$ cat config.mk
export PLATFORM = sky130hd
export DESIGN_NAME = axilite_regbank
export DESIGN_NICKNAME = d
export VERILOG_FILES = /design/src/rtl/axilite_pkg.sv /design/src/rtl/axilite_wr_ctrl.sv /design/src/rtl/axilite_regbank.sv
export SDC_FILE = /design/constraint.sdc
export NUM_CORES = 1
export LEC_CHECK = 0
export CAP_MARGIN = 20
export CORE_AREA = 2 2 254 256
export CTS_CLUSTER_SIZE = 30
export DETAILED_ROUTE_END_ITERATION = 8
export DIE_AREA = 0 0 256 258
export SYNTH_ARGS = -nofsm -noshare
export SYNTH_HDL_FRONTEND = slang
export SYNTH_SLANG_ARGS = --single-unit
$ cat constraint.sdc
create_clock -name aclk -period 2.7 [get_ports aclk]
set_clock_uncertainty 0.1 [all_clocks]
set_input_delay 0.54 -clock aclk [delete_from_list [all_inputs] [get_ports aclk]]
set_output_delay 0.54 -clock aclk [all_outputs]
set_load 0.02 [all_outputs]
$ cat src/rtl/axilite_pkg.sv
// Shared definitions for the AXI4-Lite register bank: response codes, width helpers
// and the read/write channel state types.
package axilite_pkg;

  localparam logic [1:0] RESP_OKAY   = 2'd0;
  localparam logic [1:0] RESP_EXOKAY = 2'd1;
  localparam logic [1:0] RESP_SLVERR = 2'd2;
  localparam logic [1:0] RESP_DECERR = 2'd3;

  // Number of address bits that select a byte within one bus word.
  function automatic int unsigned byte_off_width(input int unsigned data_width);
    return $clog2(data_width / 8);
  endfunction

  function automatic int unsigned reg_idx_width(input int unsigned num_regs);
    return (num_regs > 1) ? $clog2(num_regs) : 1;
  endfunction

  typedef enum logic {
    W_IDLE,
    W_RESP
  } wr_state_e;

  typedef enum logic {
    R_IDLE,
    R_DATA
  } rd_state_e;

endpackage

$ cat src/rtl/axilite_wr_ctrl.sv
// AXI4-Lite write channel control: independent AW/W capture, address decode and
// a one-cycle commit strobe that the register array consumes.
module axilite_wr_ctrl
  import axilite_pkg::*;
#(
  parameter int unsigned          DATA_WIDTH = 32,
  parameter int unsigned          ADDR_SIZE  = 32,
  parameter int unsigned          NUM_REGS   = 8,
  parameter logic [NUM_REGS-1:0]  RO_MASK    = '0,
  localparam int unsigned         STRB_W     = DATA_WIDTH / 8,
  localparam int unsigned         IDX_W      = reg_idx_width(NUM_REGS)
) (
  input  logic                  aclk,
  input  logic                  aresetn,
  input  logic [ADDR_SIZE-1:0]  awaddr,
  input  logic                  awvalid,
  output logic                  awready,
  input  logic [DATA_WIDTH-1:0] wdata,
  input  logic [STRB_W-1:0]     wstrb,
  input  logic                  wvalid,
  output logic                  wready,
  output logic [1:0]            bresp,
  output logic                  bvalid,
  input  logic                  bready,
  output logic                  commit_en,
  output logic [IDX_W-1:0]      commit_idx,
  output logic [DATA_WIDTH-1:0] commit_data,
  output logic [STRB_W-1:0]     commit_strb
);

  localparam int unsigned OFF_W = byte_off_width(DATA_WIDTH);

  wr_state_e             state_q, state_d;
  logic                  aw_held_q, w_held_q;
  logic [ADDR_SIZE-1:0]  aw_addr_q;
  logic [DATA_WIDTH-1:0] w_data_q;
  logic [STRB_W-1:0]     w_strb_q;
  logic [1:0]            bresp_q, resp_dec;
  logic [ADDR_SIZE-1:0]  aw_word;
  logic [IDX_W-1:0]      aw_idx;
  logic                  aw_hs, w_hs, commit;

  assign bvalid  = (state_q == W_RESP);
  assign bresp   = bresp_q;
  assign awready = ~aw_held_q & ~bvalid;
  assign wready  = ~w_held_q & ~bvalid;
  assign aw_hs   = awvalid & awready;
  assign w_hs    = wvalid & wready;

  assign aw_word = aw_addr_q >> OFF_W;
  assign aw_idx  = aw_word[IDX_W-1:0];

  always_comb begin
    resp_dec = RESP_OKAY;
    if (aw_word >= ADDR_SIZE'(NUM_REGS)) begin
      resp_dec = RESP_DECERR;
    end else if (RO_MASK[aw_idx]) begin
      resp_dec = RESP_SLVERR;
    end
  end

  always_comb begin
    state_d = state_q;
    commit  = 1'b0;
    case (state_q)
      W_IDLE: begin
        if (aw_held_q && w_held_q) begin
          commit  = 1'b1;
          state_d = W_RESP;
        end
      end
      W_RESP: begin
        if (bready) state_d = W_IDLE;
      end
      default: state_d = W_IDLE;
    endcase
  end

  // Ready is low while a channel is held, so a handshake never coincides with commit.
  always_ff @(posedge aclk or negedge aresetn) begin
    if (!aresetn) begin
      state_q   <= W_IDLE;
      aw_held_q <= 1'b0;
      w_held_q  <= 1'b0;
      aw_addr_q <= '0;
      w_data_q  <= '0;
      w_strb_q  <= '0;
      bresp_q   <= RESP_OKAY;
    end else begin
      state_q <= state_d;
      if (aw_hs) begin
        aw_held_q <= 1'b1;
        aw_addr_q <= awaddr;
      end else if (commit) begin
        aw_held_q <= 1'b0;
      end
      if (w_hs) begin
        w_held_q <= 1'b1;
        w_data_q <= wdata;
        w_strb_q <= wstrb;
      end else if (commit) begin
        w_held_q <= 1'b0;
      end
      if (commit) bresp_q <= resp_dec;
    end
  end

  assign commit_en   = commit & (resp_dec == RESP_OKAY);
  assign commit_idx  = aw_idx;
  assign commit_data = w_data_q;
  assign commit_strb = w_strb_q;

endmodule

$ cat src/rtl/axilite_regbank.sv
// Parametrised AXI4-Lite register bank with byte strobes, read-only status slots and
// decode errors. Define AXIL_REGBANK_WPULSE_EN to add the per-register wr_pulse output.
module axilite_regbank
  import axilite_pkg::*;
#(
  parameter int unsigned                     DATA_WIDTH  = 32,
  parameter int unsigned                     ADDR_SIZE   = 32,
  parameter int unsigned                     NUM_REGS    = 8,
  parameter logic [NUM_REGS-1:0]             RO_MASK     = '0,
  parameter logic [NUM_REGS*DATA_WIDTH-1:0]  RESET_VALUE = '0
) (
  input  logic                           aclk,
  input  logic                           aresetn,
  input  logic [ADDR_SIZE-1:0]           awaddr,
  input  logic                           awvalid,
  output logic                           awready,
  input  logic [DATA_WIDTH-1:0]          wdata,
  input  logic [DATA_WIDTH/8-1:0]        wstrb,
  input  logic                           wvalid,
  output logic                           wready,
  output logic [1:0]                     bresp,
  output logic                           bvalid,
  input  logic                           bready,
  input  logic [ADDR_SIZE-1:0]           araddr,
  input  logic                           arvalid,
  output logic                           arready,
  output logic [DATA_WIDTH-1:0]          rdata,
  output logic [1:0]                     rresp,
  output logic                           rvalid,
  input  logic                           rready,
  output logic [NUM_REGS*DATA_WIDTH-1:0] regs,
  input  logic [NUM_REGS*DATA_WIDTH-1:0] status_in
`ifdef AXIL_REGBANK_WPULSE_EN
  ,
  output logic [NUM_REGS-1:0]            wr_pulse
`endif
);

  localparam int unsigned STRB_W = DATA_WIDTH / 8;
  localparam int unsigned OFF_W  = byte_off_width(DATA_WIDTH);
  localparam int unsigned IDX_W  = reg_idx_width(NUM_REGS);

  logic                  commit_en;
  logic [IDX_W-1:0]      commit_idx;
  logic [DATA_WIDTH-1:0] commit_data;
  logic [STRB_W-1:0]     commit_strb;
  logic [DATA_WIDTH-1:0] reg_word [NUM_REGS];

  axilite_wr_ctrl #(
    .DATA_WIDTH (DATA_WIDTH),
    .ADDR_SIZE  (ADDR_SIZE),
    .NUM_REGS   (NUM_REGS),
    .RO_MASK    (RO_MASK)
  ) u_wr_ctrl (
    .aclk        (aclk),
    .aresetn     (aresetn),
    .awaddr      (awaddr),
    .awvalid     (awvalid),
    .awready     (awready),
    .wdata       (wdata),
    .wstrb       (wstrb),
    .wvalid      (wvalid),
    .wready      (wready),
    .bresp       (bresp),
    .bvalid      (bvalid),
    .bready      (bready),
    .commit_en   (commit_en),
    .commit_idx  (commit_idx),
    .commit_data (commit_data),
    .commit_strb (commit_strb)
  );

  for (genvar i = 0; i < NUM_REGS; i++) begin : g_reg
    if (RO_MASK[i]) begin : g_ro
      assign reg_word[i] = '0;
    end else begin : g_rw
      logic [DATA_WIDTH-1:0] q;
      always_ff @(posedge aclk or negedge aresetn) begin
        if (!aresetn) begin
          q <= RESET_VALUE[i*DATA_WIDTH +: DATA_WIDTH];
        end else if (commit_en && (commit_idx == IDX_W'(i))) begin
          for (int unsigned b = 0; b < STRB_W; b++) begin
            if (commit_strb[b]) q[8*b +: 8] <= commit_data[8*b +: 8];
          end
        end
      end
      assign reg_word[i] = q;
    end
    assign regs[i*DATA_WIDTH +: DATA_WIDTH] = reg_word[i];
  end

  // Read path: data is captured at the AR handshake edge, so a commit on the
  // same edge is not yet visible to it.
  rd_state_e             rd_state_q, rd_state_d;
  logic [DATA_WIDTH-1:0] rdata_q, rdata_d, rd_word;
  logic [1:0]            rresp_q, rresp_d;
  logic [ADDR_SIZE-1:0]  ar_word;
  logic [IDX_W-1:0]      ar_idx;
  logic                  ar_decerr;

  assign ar_word   = araddr >> OFF_W;
  assign ar_idx    = ar_word[IDX_W-1:0];
  assign ar_decerr = (ar_word >= ADDR_SIZE'(NUM_REGS));

  always_comb begin
    rd_word = '0;
    if (!ar_decerr) begin
      rd_word = RO_MASK[ar_idx] ? status_in[ar_idx*DATA_WIDTH +: DATA_WIDTH] : reg_word[ar_idx];
    end
  end

  always_comb begin
    rd_state_d = rd_state_q;
    rdata_d    = rdata_q;
    rresp_d    = rresp_q;
    case (rd_state_q)
      R_IDLE: begin
        if (arvalid) begin
          rd_state_d = R_DATA;
          rdata_d    = rd_word;
          rresp_d    = ar_decerr ? RESP_DECERR : RESP_OKAY;
        end
      end
      R_DATA: begin
        if (rready) rd_state_d = R_IDLE;
      end
      default: rd_state_d = R_IDLE;
    endcase
  end

  always_ff @(posedge aclk or negedge aresetn) begin
    if (!aresetn) begin
      rd_state_q <= R_IDLE;
      rdata_q    <= '0;
      rresp_q    <= RESP_OKAY;
    end else begin
      rd_state_q <= rd_state_d;
      rdata_q    <= rdata_d;
      rresp_q    <= rresp_d;
    end
  end

  assign arready = (rd_state_q == R_IDLE);
  assign rvalid  = (rd_state_q == R_DATA);
  assign rdata   = rdata_q;
  assign rresp   = rresp_q;

`ifdef AXIL_REGBANK_WPULSE_EN
  logic [NUM_REGS-1:0] wr_pulse_q;

  always_ff @(posedge aclk or negedge aresetn) begin
    if (!aresetn) begin
      wr_pulse_q <= '0;
    end else begin
      wr_pulse_q <= '0;
      if (commit_en && (|commit_strb)) wr_pulse_q[commit_idx] <= 1'b1;
    end
  end

  assign wr_pulse = wr_pulse_q;
`endif

endmodule

==> flow_summary.toml <==
[run_status]
run_status = "completed"

[clock_network]
cts.path.max_buffers = 3
cts_setup_buffers = 0
cts_repair_resize_count = 0
cts_sinks = 360
cts_htree_levels = 2
clk_root_buffer_cell = "sky130_fd_sc_hd__clkbuf_16"
clkLatencyLatePin_ns = 0.55
numCtsBuffers = 41
cts_tree = "built"
clk_pin_slew_ns = 0.06

[yosys]
synth.yosys.warnings = 0
synth_seq_cells = 360
synth_area_leaders = "sky130_fd_sc_hd__dfrtp_1 (57%), sky130_fd_sc_hd__mux2_2 (23%), sky130_fd_sc_hd__mux4_2 (9.1%), sky130_fd_sc_hd__nor4_4 (3.9%), sky130_fd_sc_hd__mux2i_1 (2.0%)"
synthDominantCellAreaShare_pct = 57.0
fraction_of_the_yosys_area_taken_by_sequential_cells_pct = 57.0
post_synth_num_cell_types = 30
synthCells = 967
synthesis.nets = 1330
synth_largest_area_cell = "sky130_fd_sc_hd__dfrtp_1"
avgSynthCellArea_um2 = 16.4
synthesis.area_um2 = 15800

[detailed_routing]
routed_via_count_divided_by_cell_count = 4.52
detailedRoute.firstIterationViolations = 403
routedWlPerCell_um = 23.1
drc_violation_count_after_routing = 0
route.antenna.remaining_nets = 0
num_vias = 10497
finalWirelength_mm = 53.5
drt_first_pass_iters = 4

[grt]
gr-usage-all-layers_pct = 16.0
grt_max_degree = 74
globalRouteOverflowTotal = 0
antenna_found_initial = 10
grt_first_pass_wirelength_mm = 79.0
vias_in_the_first_global_route = 11308

[sta]
final-setup-viol-count = 0
fin_crit_share_pct = 94.0
setup_slack_ns = 0.163
timing_worst_slew_pin_value_ns = 0.881
maxSlewViolCount = 0
setup_repair_after_global_routing_missed_its_margin = "no"
hold_viol_final = 0
period_needed_ns = 2.54
max_freq_mhz = 394
worst_slew_margin_rel_pct = 41.3

[critical_path]
timing.rr.start = "u_wr_ctrl.aw_addr_q[23]"
path_max_fanout = 33
reg2reg_setup_slack_ns = 0.16
critPathKind = "register to register"
cp-start-kind = "register"
critical_path.startpoint = "u_wr_ctrl.aw_addr_q[23]"
cp_data_arrival_time_ns = 2.87
timing.critical_path.to_type = "register"
cp_data_required_time_ns = 3.03
reg2reg_to = "g_reg[2].g_rw.q[21]"
worstRegToRegCells = 6

[pwr]
power.leakage_nw = 10.1
power_per_cell_area_nw_per_um2 = 627
ir_worst_vdd_uv = 582

[die]
row_count = 93
floorplan.die.width_um = 256
dieArea_um2 = 66000
floorplan.core_area_um2 = 63600
initial_core_util_pct = 24.8
floorplan.io_pins = 660
die_height_um = 258

[cells_and_area]
final_core_utilization_pct = 36.1
final_layout_size_suffix_gt1_share_pct = 38.1
layout.cells.most_common = "sky130_fd_sc_hd__clkdlybuf4s50_1"
layout.cells.non_filler = 2320
most_frequent_cells_in_the_layout = "sky130_fd_sc_hd__clkdlybuf4s50_1 (395), sky130_fd_sc_hd__dfrtp_1 (360), sky130_fd_sc_hd__mux2_2 (322)"
final_nets = 1798
synthToLayoutAreaGrowth_pct = 45.3

[hold_path]
source_of_the_worst_hold_timing_path = "rdata[31]"
hold_path.class = "register to register"
worst_hold_path.num_cells = 2
min_to = "rdata[31]"

[run]
max-cap-violations = 0

[placed_design]
place.detailed.hpwl_mm = 37.0
placed_cells_incl_taps = 2246
io_buffer_count = 399
finalWeightedCongestion = 0.775
preCtsSetupSlack_ns = -0.271
## layer usage
layer / part of all wire (%) / vias to the layer above / GRT usage [%] / routed length, µm
met5: 0.12 / - / 0 / 64
met4: 2.1 / 10 / 3.91 / 1130
met3: 5.9 / 75 / 4.17 / 3170
met2: 49 / 333 / 27.2 / 26000
met1: 43 / 5481 / 20.4 / 23100
li1: - / 4598 / - / -
## cells in the mapped netlist
cell	number
sky130_fd_sc_hd__a21boi_0	1
sky130_fd_sc_hd__a21oi_1	2
sky130_fd_sc_hd__and2_1	1
sky130_fd_sc_hd__and3b_1	1
sky130_fd_sc_hd__buf_1	4
sky130_fd_sc_hd__buf_2	10
sky130_fd_sc_hd__buf_4	5
sky130_fd_sc_hd__clkbuf_1	25
sky130_fd_sc_hd__dfrtp_1	360
sky130_fd_sc_hd__inv_1	3
sky130_fd_sc_hd__mux2_2	322
sky130_fd_sc_hd__mux2i_1	32
sky130_fd_sc_hd__mux4_2	64
sky130_fd_sc_hd__nand2_1	38
sky130_fd_sc_hd__nand2b_1	6
sky130_fd_sc_hd__nand3_1	1
sky130_fd_sc_hd__nand4_1	2
sky130_fd_sc_hd__nand4_2	1
sky130_fd_sc_hd__nor2_1	4
sky130_fd_sc_hd__nor3_1	2
sky130_fd_sc_hd__nor3b_1	1
sky130_fd_sc_hd__nor4_1	11
sky130_fd_sc_hd__nor4_2	3
sky130_fd_sc_hd__nor4_4	29
sky130_fd_sc_hd__o21ai_0	33
sky130_fd_sc_hd__o21bai_1	1
sky130_fd_sc_hd__o22a_1	1
sky130_fd_sc_hd__or2_2	1
sky130_fd_sc_hd__or4_1	2
sky130_fd_sc_hd__or4b_2	1
## flip-flops by register name, summed over array words and instances, names as in the netlist
signal and flops:
rdata 32, u_wr_ctrl.commit_data 32, u_wr_ctrl.w_held_q 1, g.g_rw.q 256
rresp 1, u_wr_ctrl.commit_strb 4, u_wr_ctrl.bresp 1, rvalid 1
u_wr_ctrl.aw_addr_q 30, u_wr_ctrl.bvalid 1, u_wr_ctrl.aw_held_q 1
## what timing repair did
action | 4_1_cts | 5_1_grt
endpoints found under the setup margin | 0 | 0
hold endpoints to repair | 57 | 0
hold buffers | 1 | 0
## worst max-delay path by stage
stage,slack [ns],cells past startpoint,end
detailed placement,-0.27,7,rdata[7]
finish,0.16,6,g_reg[2].g_rw.q[21]
global route,0.06,6,g_reg[2].g_rw.q[21]
floorplan,0.33,6,g_reg[4].g_rw.q[0]
CTS,0.10,6,g_reg[2].g_rw.q[21]
global placement,-0.30,7,rresp[0]
## logic make-up after synthesis
family | count (synthesis) | share of synthesized area [%]
AO/OA/AOI/OAI | 38 | 1.26
AND/OR/NAND/NOR | 104 | 6.40
buffers and inverters | 47 | 1.31
flip-flops | 360 | 57.0
multiplexers | 418 | 34.1
## area by class of cell
cell class                      count  area (µm²)
Clock inverter                     11         164
Multi-Input combinational cell    560        6630
Fill cell                        6055       40700
Antenna cell                        2        5.00
Tap cell                          855        1070
Sequential cell                   360        9010
Clock buffer                       60        1190
Inverter                            3        11.3
Timing Repair Buffer              469        4890
## where the power goes
part	switching [mW]	total [mW]	internal (mW)
clock	2.24	5.66	3.42
combinational	1.06	2.00	0.935
sequential	0.824	6.75	5.93
## stage by stage
step	power, mW	hold WS (ns)	TNS, ns	area [µm²]
floorplan	7.79	0.144	0	15800
global placement	8.79	0.368	-9.03	21600
detailed placement	8.89	0.370	-7.78	21600
CTS	14.7	0.383	0	23000
global route	15.1	0.400	0	23000
finish	14.4	0.378	0	23000
## critical path, stage by stage (launching register included)
cell,delay [ns]
sky130_fd_sc_hd__dfrtp_1,0.37
sky130_fd_sc_hd__nor4_1,0.52
sky130_fd_sc_hd__nand4_4,0.17
sky130_fd_sc_hd__buf_12,0.23
sky130_fd_sc_hd__nor4_4,0.40
sky130_fd_sc_hd__buf_4,0.22
sky130_fd_sc_hd__mux2_2,0.34
(Power assumes the default switching activity.)
